===== src/rtl/bc_pkg.sv =====
// Shared state encoding and per-state control words for the bc_seq controller.
package bc_pkg;

    typedef enum logic [2:0] {
        IDLE,
        INIT,
        S1,
        S2,
        S3,
        S4,
        DONE
    } state_t;

    // Select fields hold the narrowest constants; the top zero-extends them to MSEL_W.
    typedef struct packed {
        logic [1:0] m0;
        logic [1:0] m1;
        logic [1:0] m2;
        logic       lx;
        logic       ls;
        logic       lh;
        logic       h;
        logic       busy;
        logic       done;
    } ctrl_t;

    localparam ctrl_t CW_IDLE = '{m0: 2'd0, m1: 2'd0, m2: 2'd0, lx: 1'b0, ls: 1'b0,
                                  lh: 1'b0, h: 1'b0, busy: 1'b0, done: 1'b0};
    localparam ctrl_t CW_INIT = '{m0: 2'd0, m1: 2'd1, m2: 2'd0, lx: 1'b1, ls: 1'b0,
                                  lh: 1'b1, h: 1'b1, busy: 1'b1, done: 1'b0};
    localparam ctrl_t CW_S1   = '{m0: 2'd1, m1: 2'd0, m2: 2'd3, lx: 1'b0, ls: 1'b1,
                                  lh: 1'b0, h: 1'b1, busy: 1'b1, done: 1'b0};
    localparam ctrl_t CW_S2   = '{m0: 2'd2, m1: 2'd0, m2: 2'd0, lx: 1'b0, ls: 1'b0,
                                  lh: 1'b1, h: 1'b1, busy: 1'b1, done: 1'b0};
    localparam ctrl_t CW_S3   = '{m0: 2'd0, m1: 2'd2, m2: 2'd3, lx: 1'b0, ls: 1'b1,
                                  lh: 1'b0, h: 1'b0, busy: 1'b1, done: 1'b0};
    localparam ctrl_t CW_S4   = '{m0: 2'd3, m1: 2'd0, m2: 2'd2, lx: 1'b0, ls: 1'b1,
                                  lh: 1'b0, h: 1'b0, busy: 1'b1, done: 1'b0};
    localparam ctrl_t CW_DONE = '{m0: 2'd0, m1: 2'd0, m2: 2'd0, lx: 1'b0, ls: 1'b0,
                                  lh: 1'b0, h: 1'b0, busy: 1'b0, done: 1'b1};

endpackage


===== src/rtl/bc_seq_if.sv =====
// Request and control-word bundle between a requester and the bc_seq controller.
interface bc_seq_if #(
    parameter int MSEL_W = 2,
    parameter int CNT_W  = 8
);
    logic              inicio;
    logic              abort;
    logic [CNT_W-1:0]  n_iter;
    logic [MSEL_W-1:0] M0;
    logic [MSEL_W-1:0] M1;
    logic [MSEL_W-1:0] M2;
    logic              LX;
    logic              LS;
    logic              LH;
    logic              H;
    logic              busy;
    logic              done;
    logic [CNT_W-1:0]  iter_cnt;

    modport master (
        output inicio, abort, n_iter,
        input  M0, M1, M2, LX, LS, LH, H, busy, done, iter_cnt
    );

    modport slave (
        input  inicio, abort, n_iter,
        output M0, M1, M2, LX, LS, LH, H, busy, done, iter_cnt
    );
endinterface


===== src/rtl/bc_iter_counter.sv =====
// Loop iteration counter: latches the requested count, counts completed passes
// and flags the final pass.
module bc_iter_counter #(
    parameter int CNT_W = 8
) (
    input  logic             clk,
    input  logic             reset_n,
    input  logic             load,
    input  logic             inc,
    input  logic [CNT_W-1:0] n_in,
    output logic [CNT_W-1:0] cnt,
    output logic             last,
    output logic             zero
);
    logic [CNT_W-1:0] n_lat;

    always_ff @(posedge clk or negedge reset_n) begin
        if (!reset_n) begin
            n_lat <= '0;
            cnt   <= '0;
        end else if (load) begin
            n_lat <= n_in;
            cnt   <= '0;
        end else if (inc) begin
            cnt <= cnt + CNT_W'(1);
        end
    end

    // Compare one bit wider so the maximum count never aliases through a wrap.
    assign last = (({1'b0, cnt} + (CNT_W + 1)'(1)) == {1'b0, n_lat});
    assign zero = (n_lat == '0);
endmodule


===== src/rtl/bc_seq.sv =====
// Moore sequencer stepping a datapath through INIT and a four-state loop
// repeated n_iter times, with abort and a one-cycle done pulse.
module bc_seq
    import bc_pkg::*;
#(
    parameter int MSEL_W = 2,
    parameter int CNT_W  = 8
) (
    input  logic     clk,
    input  logic     reset_n,
    bc_seq_if.slave  bus
);
    if (MSEL_W < 2) begin : g_msel_check
        $error("bc_seq: MSEL_W must be at least 2");
    end

    state_t state;
    state_t next;
    logic   load;
    logic   inc;
    logic   last;
    logic   zero;
    ctrl_t  ctrl;

    bc_iter_counter #(.CNT_W(CNT_W)) u_counter (
        .clk     (clk),
        .reset_n (reset_n),
        .load    (load),
        .inc     (inc),
        .n_in    (bus.n_iter),
        .cnt     (bus.iter_cnt),
        .last    (last),
        .zero    (zero)
    );

    always_ff @(posedge clk or negedge reset_n) begin
        if (!reset_n) state <= IDLE;
        else          state <= next;
    end

    // Abort wins over every busy-state transition and leaves the counter untouched.
    always_comb begin
        next = state;
        load = 1'b0;
        inc  = 1'b0;
        if (bus.abort && state != IDLE && state != DONE) begin
            next = IDLE;
        end else begin
            case (state)
                IDLE: if (bus.inicio) begin
                    next = INIT;
                    load = 1'b1;
                end
                INIT: next = zero ? DONE : S1;
                S1:   next = S2;
                S2:   next = S3;
                S3:   next = S4;
                S4: begin
                    inc  = 1'b1;
                    next = last ? DONE : S1;
                end
                DONE:    next = IDLE;
                default: next = IDLE;
            endcase
        end
    end

    always_comb begin
        ctrl = CW_IDLE;
        case (state)
            IDLE:    ctrl = CW_IDLE;
            INIT:    ctrl = CW_INIT;
            S1:      ctrl = CW_S1;
            S2:      ctrl = CW_S2;
            S3:      ctrl = CW_S3;
            S4:      ctrl = CW_S4;
            DONE:    ctrl = CW_DONE;
            default: ctrl = CW_IDLE;
        endcase
    end

    assign bus.M0   = MSEL_W'(ctrl.m0);
    assign bus.M1   = MSEL_W'(ctrl.m1);
    assign bus.M2   = MSEL_W'(ctrl.m2);
    assign bus.LX   = ctrl.lx;
    assign bus.LS   = ctrl.ls;
    assign bus.LH   = ctrl.lh;
    assign bus.H    = ctrl.h;
    assign bus.busy = ctrl.busy;
    assign bus.done = ctrl.done;
endmodule


===== src/flat_wrapper.sv =====
// flat-port wrapper written by rule: the top's interface ports become plain ports
module bc_seq_flat import bc_pkg::*;
#(
    parameter int MSEL_W = 2,
    parameter int CNT_W  = 8
)
  (clk, reset_n, bus_inicio, bus_abort, bus_n_iter, bus_M0, bus_M1, bus_M2, bus_LX, bus_LS, bus_LH, bus_H, bus_busy, bus_done, bus_iter_cnt);
  bc_seq_if #(.MSEL_W(MSEL_W), .CNT_W(CNT_W)) bus_i ();
  input  logic clk;
  input  logic reset_n;
  input wire logic [$bits(bus_i.inicio)-1:0] bus_inicio;
  input wire logic [$bits(bus_i.abort)-1:0] bus_abort;
  input wire logic [$bits(bus_i.n_iter)-1:0] bus_n_iter;
  output wire logic [$bits(bus_i.M0)-1:0] bus_M0;
  output wire logic [$bits(bus_i.M1)-1:0] bus_M1;
  output wire logic [$bits(bus_i.M2)-1:0] bus_M2;
  output wire logic [$bits(bus_i.LX)-1:0] bus_LX;
  output wire logic [$bits(bus_i.LS)-1:0] bus_LS;
  output wire logic [$bits(bus_i.LH)-1:0] bus_LH;
  output wire logic [$bits(bus_i.H)-1:0] bus_H;
  output wire logic [$bits(bus_i.busy)-1:0] bus_busy;
  output wire logic [$bits(bus_i.done)-1:0] bus_done;
  output wire logic [$bits(bus_i.iter_cnt)-1:0] bus_iter_cnt;
  assign bus_i.inicio = bus_inicio;
  assign bus_i.abort = bus_abort;
  assign bus_i.n_iter = bus_n_iter;
  assign bus_M0 = bus_i.M0;
  assign bus_M1 = bus_i.M1;
  assign bus_M2 = bus_i.M2;
  assign bus_LX = bus_i.LX;
  assign bus_LS = bus_i.LS;
  assign bus_LH = bus_i.LH;
  assign bus_H = bus_i.H;
  assign bus_busy = bus_i.busy;
  assign bus_done = bus_i.done;
  assign bus_iter_cnt = bus_i.iter_cnt;
  bc_seq #(.MSEL_W(MSEL_W), .CNT_W(CNT_W)) u_core (.clk(clk), .reset_n(reset_n), .bus(bus_i));
endmodule

===== config.mk =====
export PLATFORM = sky130hd
export DESIGN_NAME = bc_seq_flat
export DESIGN_NICKNAME = d
export VERILOG_FILES = /design/src/rtl/bc_pkg.sv /design/src/rtl/bc_seq_if.sv /design/src/rtl/bc_iter_counter.sv /design/src/rtl/bc_seq.sv /design/src/flat_wrapper.sv
export SDC_FILE = /design/constraint.sdc
export NUM_CORES = 1
export LEC_CHECK = 0
export ABC_AREA = 1
export BUFFER_PORTS_ARGS = -buffer_cell sky130_fd_sc_hd__buf_2
export CAP_MARGIN = 10
export CORE_MARGIN = 2
export CORE_UTILIZATION = 56
export CTS_CLUSTER_DIAMETER = 80
export DETAILED_ROUTE_END_ITERATION = 8
export PLACE_DENSITY = 0.84
export SYNTH_ARGS = -nofsm -noshare
export SYNTH_HDL_FRONTEND = slang
export SYNTH_SLANG_ARGS = --single-unit

===== constraint.sdc =====
create_clock -name clk -period 4.5 [get_ports clk]
set_clock_uncertainty 0.2 [all_clocks]
set_input_delay 0.675 -clock clk [delete_from_list [all_inputs] [get_ports clk]]
set_output_delay 0.675 -clock clk [all_outputs]
set_load 0.01 [all_outputs]

* Word-level counts from Yosys, hierarchy flattened
Cells that the tools add are included.
** Storage, ports and cells
- Register bits after elaboration :: 19
- Bits of input ports :: 12
- Output and inout bits :: 20
- Word-level logic and storage cells :: 33
** Operators by class
- $add $sub $neg :: 2
- Eq/ne operators :: 9
- Muxes and demuxes :: 13
- Reduce and logical (&&, ||, !) cells :: 6
** Operators with widths (number)
- one-hot mux 12 bit (6 select lines) :: 1
- one-hot mux 3 bit (6 select lines) :: 1
- two-way mux 8 bit :: 2
- two-way mux 3 bit :: 4
- adder 8 x 1 -> 9 bit (second input constant) :: 1
- == test 3 bit (second input constant) :: 3
- == test 9 x 8 -> 1 bit :: 1
- adder 8 x 1 -> 8 bit (second input constant) :: 1
- zero test 8 bit :: 1
- == test 3 x 2 -> 1 bit (second input constant) :: 2
- two-way mux 1 bit :: 5
- == test 3 x 1 -> 1 bit (second input constant) :: 1
- zero test 3 bit :: 1
- inequality test 3 x 2 -> 1 bit (second input constant) :: 1
- inequality test 3 bit (second input constant) :: 1
- nonzero test 3 bit :: 1
- logical AND 1 bit :: 2
- nonzero test 2 bit :: 1

* Longest topological paths before layout
- Depth in word-level cells :: 6
- Gate-level depth with buffers :: 11
- Gate-level depth less buffers :: 11

* Modules after synthesis
Synthesis repeated with hierarchy kept, for this count alone.
** Unflattened totals
- Cell total of the unflattened synthesis :: 177
- Area total of the unflattened synthesis :: 1186.1 um^2
** Modules (own cells, without submodules)
- bc_iter_counter :: times used 1, cells each 130, area each 914.6 um^2, sequential area each 400.4 um^2
- bc_seq :: times used 1, cells each 47, area each 271.5 um^2, sequential area each 75.1 um^2

* Worst setup path before layout
No wires, ideal clock.
- Kind :: register to output
- Start point :: register u_core.state[1]
- End point :: output bus_M1[0]
- Data arrival time :: 977 ps
- Data required time :: 3625 ps
- Setup slack :: 2648 ps
- Cell stages (with the launch flop) :: 5
- Buffers on the path :: 1
- Path through :: dfrtp_1 > inv_1 > nand2_1 > nor2_1 > buf_4
** Between the ends
- Longest elaborated chain between the ends :: 2
- Elaborated cells on any way between the ends :: 7
- Classes of those cells :: eq/ne: 6; mux: 1
** Ends and longest elaborated chain
- start, declared :: RTL line bc_seq.sv:17 : state_t state;
- start signal, assigned :: RTL line bc_seq.sv:38 : else state <= next;
- == test 3 bit (tied with other cells) :: RTL line bc_seq.sv:70 : case (state)
- one-hot mux 12 bit (6 select lines) (*) :: RTL line bc_seq.sv:70
- end, declared :: RTL line flat_wrapper.sv:15 : output wire logic [$bits(bus_i.M1)-1:0] bus_M1;
Mark *: on every way between the ends. The rest lies on a longest branch, timed or not.

* Worst setup path in the final report
- Start point :: register u_core.state[0]
- End point :: output bus_M0[0]
** Between the ends
- Longest elaborated chain between the ends :: 2
- Elaborated cells on any way between the ends :: 7
- Classes of those cells :: eq/ne: 6; mux: 1
** Ends and longest elaborated chain
- == test 3 bit (tied with other cells) :: RTL line bc_seq.sv:70
- one-hot mux 12 bit (6 select lines) (*) :: RTL line bc_seq.sv:70
- end, declared :: RTL line flat_wrapper.sv:14 : output wire logic [$bits(bus_i.M0)-1:0] bus_M0;
Marks and branches as above.

==> results_dict.tcl <==
set metrics [dict create \
    netlist_area_um2 1250 \
    synth_edf_count 0 \
    worstHoldPathType "in -> async" \
    drt-total-wl_mm 2.86 \
    cts_buffer_depth 2 \
    ir_worst_vdd_uv 330 \
    grt_pass1_vias 1170 \
    power_uw 732 \
    powerDensity_nw_per_um2 513 \
    synth_top_cell_area_share 0.381 \
    ys_seq_elements 19 \
    cts_htree_levels 1 \
    gr-usage-met3 0.0380 \
    finish.utilization 0.658 \
    die_x_um 51.2 \
    globalRouteMet2Util 0.433 \
    rsz0062_at_grt "false" \
    syn_inst 176 \
    layout-drive-gt1-share 0.257 \
    regArea_um2 475 \
    hold_viol_final 0 \
    grt_max_degree 20 \
    yosysWarnings 0 \
    globalRouteMet1Util 0.308 \
    yosys.area.top_type "dfrtp_1" \
    postCtsSetupBuffers 0 \
    synth.distinct_cells 26 \
    track_usage 0.251 \
    num_io_pins 32 \
    crit_arrival_ns 1.34 \
    die_h_um 51.2 \
    leakage_nw 0.762 \
    vias 1255 \
    fin_crit_sh 0.492 \
    n_antenna_cell 0 \
    multi_input_comb_area_um2 641 \
    insertion_delay_ns 0.31 \
    ant_nets 0 \
    fmax_mhz 452 \
    place.gp.congestion 0.919 \
    period_needed_ns 2.21 \
    start_util 0.576 \
    startpoint_type "flop" \
    syn-num-nets 189 \
    place_hpwl_mm 2.21 \
    drt_iter0_drc 34 \
    ctsHoldBuffers 0 \
    relSlewSlack 0.714 \
    rows 17 \
    outcome "finished clean" \
    yosysSeqAreaShare 0.381 \
    dieArea_um2 2620 \
    synth.area.top_cells "dfrtp_1 38%, nand2_1 15%, nand3_1 6.8%" \
    cts.reportedPaths.clkPinSlew_ns 0.12 \
    cts-root-buf "clkbuf_4" \
    synth.avg_cell_area_um2 7.09 \
    cts.sinks 19 \
    antenna_found_initial 0 \
    drc 0 \
    grt_pass1_wl_mm 4.93 \
    cp_max_fo 8 \
    critPathCaptureType "output pin" \
    vias_per_cell 5.36 \
    report.final.slew_viol_count 0 \
    maxCapViolations 0 \
    cts_tree "done" \
    area_delta_synth_final_pct 14.3 \
    tns_ns 0 \
    synth-async-reset-ratio 1.00 \
    num-fill-cells 199 \
    busiest_layer "met2" \
    cts_resized 0 \
    core_um2 2170 \
    tightest_slew_ns 0.430 \
    wl_per_cell_um 12.2 \
    numPortBuffers 31 \
    nets 220 \
    yosysMostFrequentCell "nand2_1" \
    numCtsBuffers 3 \
    synthFlopType "dfrtp_1" \
    setup_violations 0 \
    crit_required_ns 3.62 \
    synth_commonest_cells "50 x nand2_1, 20 x inv_1, 19 x dfrtp_1, 18 x nor2_1, 17 x nand3_1" \
    drt_first_pass_iters 4 \
    worstSetupPathType "reg -> out" \
    grt-ovfl-total 0 \
]
[cells in the final DEF (no fill, tap or decap), types with 2 or more instances in the layout]
cell type | synthesis | layout
o22ai_1 | 2 | 2
nor2_2 | 2 | 2
o21ai_0 | 11 | 11
nand4_1 | 2 | 2
nand2_1 | 50 | 50
nand3_1 | 17 | 17
clkbuf_4 | 0 | 3
o21ai_1 | 2 | 2
nand2_2 | 3 | 3
nor4_1 | 2 | 2
a21oi_1 | 6 | 6
buf_2 | 0 | 31
nor2_1 | 18 | 18
inv_2 | 5 | 5
dfrtp_1 | 19 | 19
inv_1 | 20 | 20
nor2_4 | 4 | 4
[layer usage]
metal  wire (um)  vias to the layer above
met3         147                        7
met5           0                        -
met2        1400                       49
met4          49                        0
li1            -                      620
met1        1260                      579
[kinds of logic (layout without fill, tap and decap cells)]
kind of cell,Yosys count,count (layout),synth area share
buffers and inverters,30,60,0.106
xor gates and xnor gates,1,1,0.00702
adders and majority gates,1,1,0.0100
DFF,19,19,0.381
and+or+nand+nor,99,99,0.370
AOI/OAI and AO/OA,25,25,0.117
muxes,1,1,0.00902
[worst paths after layout]
path / startpoint / end / slack, ns / cells after the start
worst max-delay path: u_core.state[0]$_DFFE_PN0P_ / bus_M0[0] / 2.29 / 5
worst min-delay path: reset_n / u_core.u_counter.n_lat[6]$_DFFE_PN0P_ / 0.08 / 1
worst max register to register: u_core.u_counter.cnt[0]$_DFFE_PN0P_ / u_core.state[2]$_DFFE_PN0P_ / 2.69 / 10
worst min register to register: u_core.u_counter.n_lat[1]$_DFFE_PN0P_ / u_core.u_counter.n_lat[1]$_DFFE_PN0P_ / 0.36 / 1
max in group asynchronous: reset_n / u_core.u_counter.cnt[1]$_DFFE_PN0P_ / 3.71 / 1
min in group clk: bus_n_iter[4] / u_core.u_counter.n_lat[4]$_DFFE_PN0P_ / 0.36 / 3
[metrics by stage]
step | setup slack [ns] | instance area [um^2] | instances | hold WS [ns]
after global routing | 2.20 | 1430 | 234 | 0.119
after global placement | 2.68 | 1400 | 230 | 0.330
after CTS | 2.30 | 1430 | 234 | 0.0976
final | 2.29 | 1430 | 234 | 0.0764
after floorplan | 2.65 | 1250 | 176 | 0.179
after detailed placement | 2.65 | 1400 | 230 | 0.342
[sequential cells by signal (all words and copies together) (netlist names)]
register	count
u_core.state	3
u_core.u_counter.cnt	8
u_core.u_counter.n_lat	8
[power breakdown]
part           internal, mW  switching, mW  total [mW]  leakage [nW]
clock                0.0332         0.0580      0.0912        0.0177
sequential            0.219         0.0596       0.279         0.249
combinational         0.134          0.228       0.362         0.495
[worst max-delay path, stage by stage, from the launching register on]
cell,delay [ns]
dfrtp_1,0.53
inv_2,0.12
nor2_4,0.14
inv_2,0.06
nand2_1,0.06
buf_2,0.13
[final cells by class]
cell class,count,share of cell area
Multi-Input combinational cell,127,0.449
Sequential cell,19,0.333
Timing Repair Buffer,31,0.109
Inverter,25,0.0657
Tap cell,28,0.0245
Clock buffer,3,0.0158
Clock inverter,1,0.00351
Note: power is estimated with default switching activity, not from simulation.
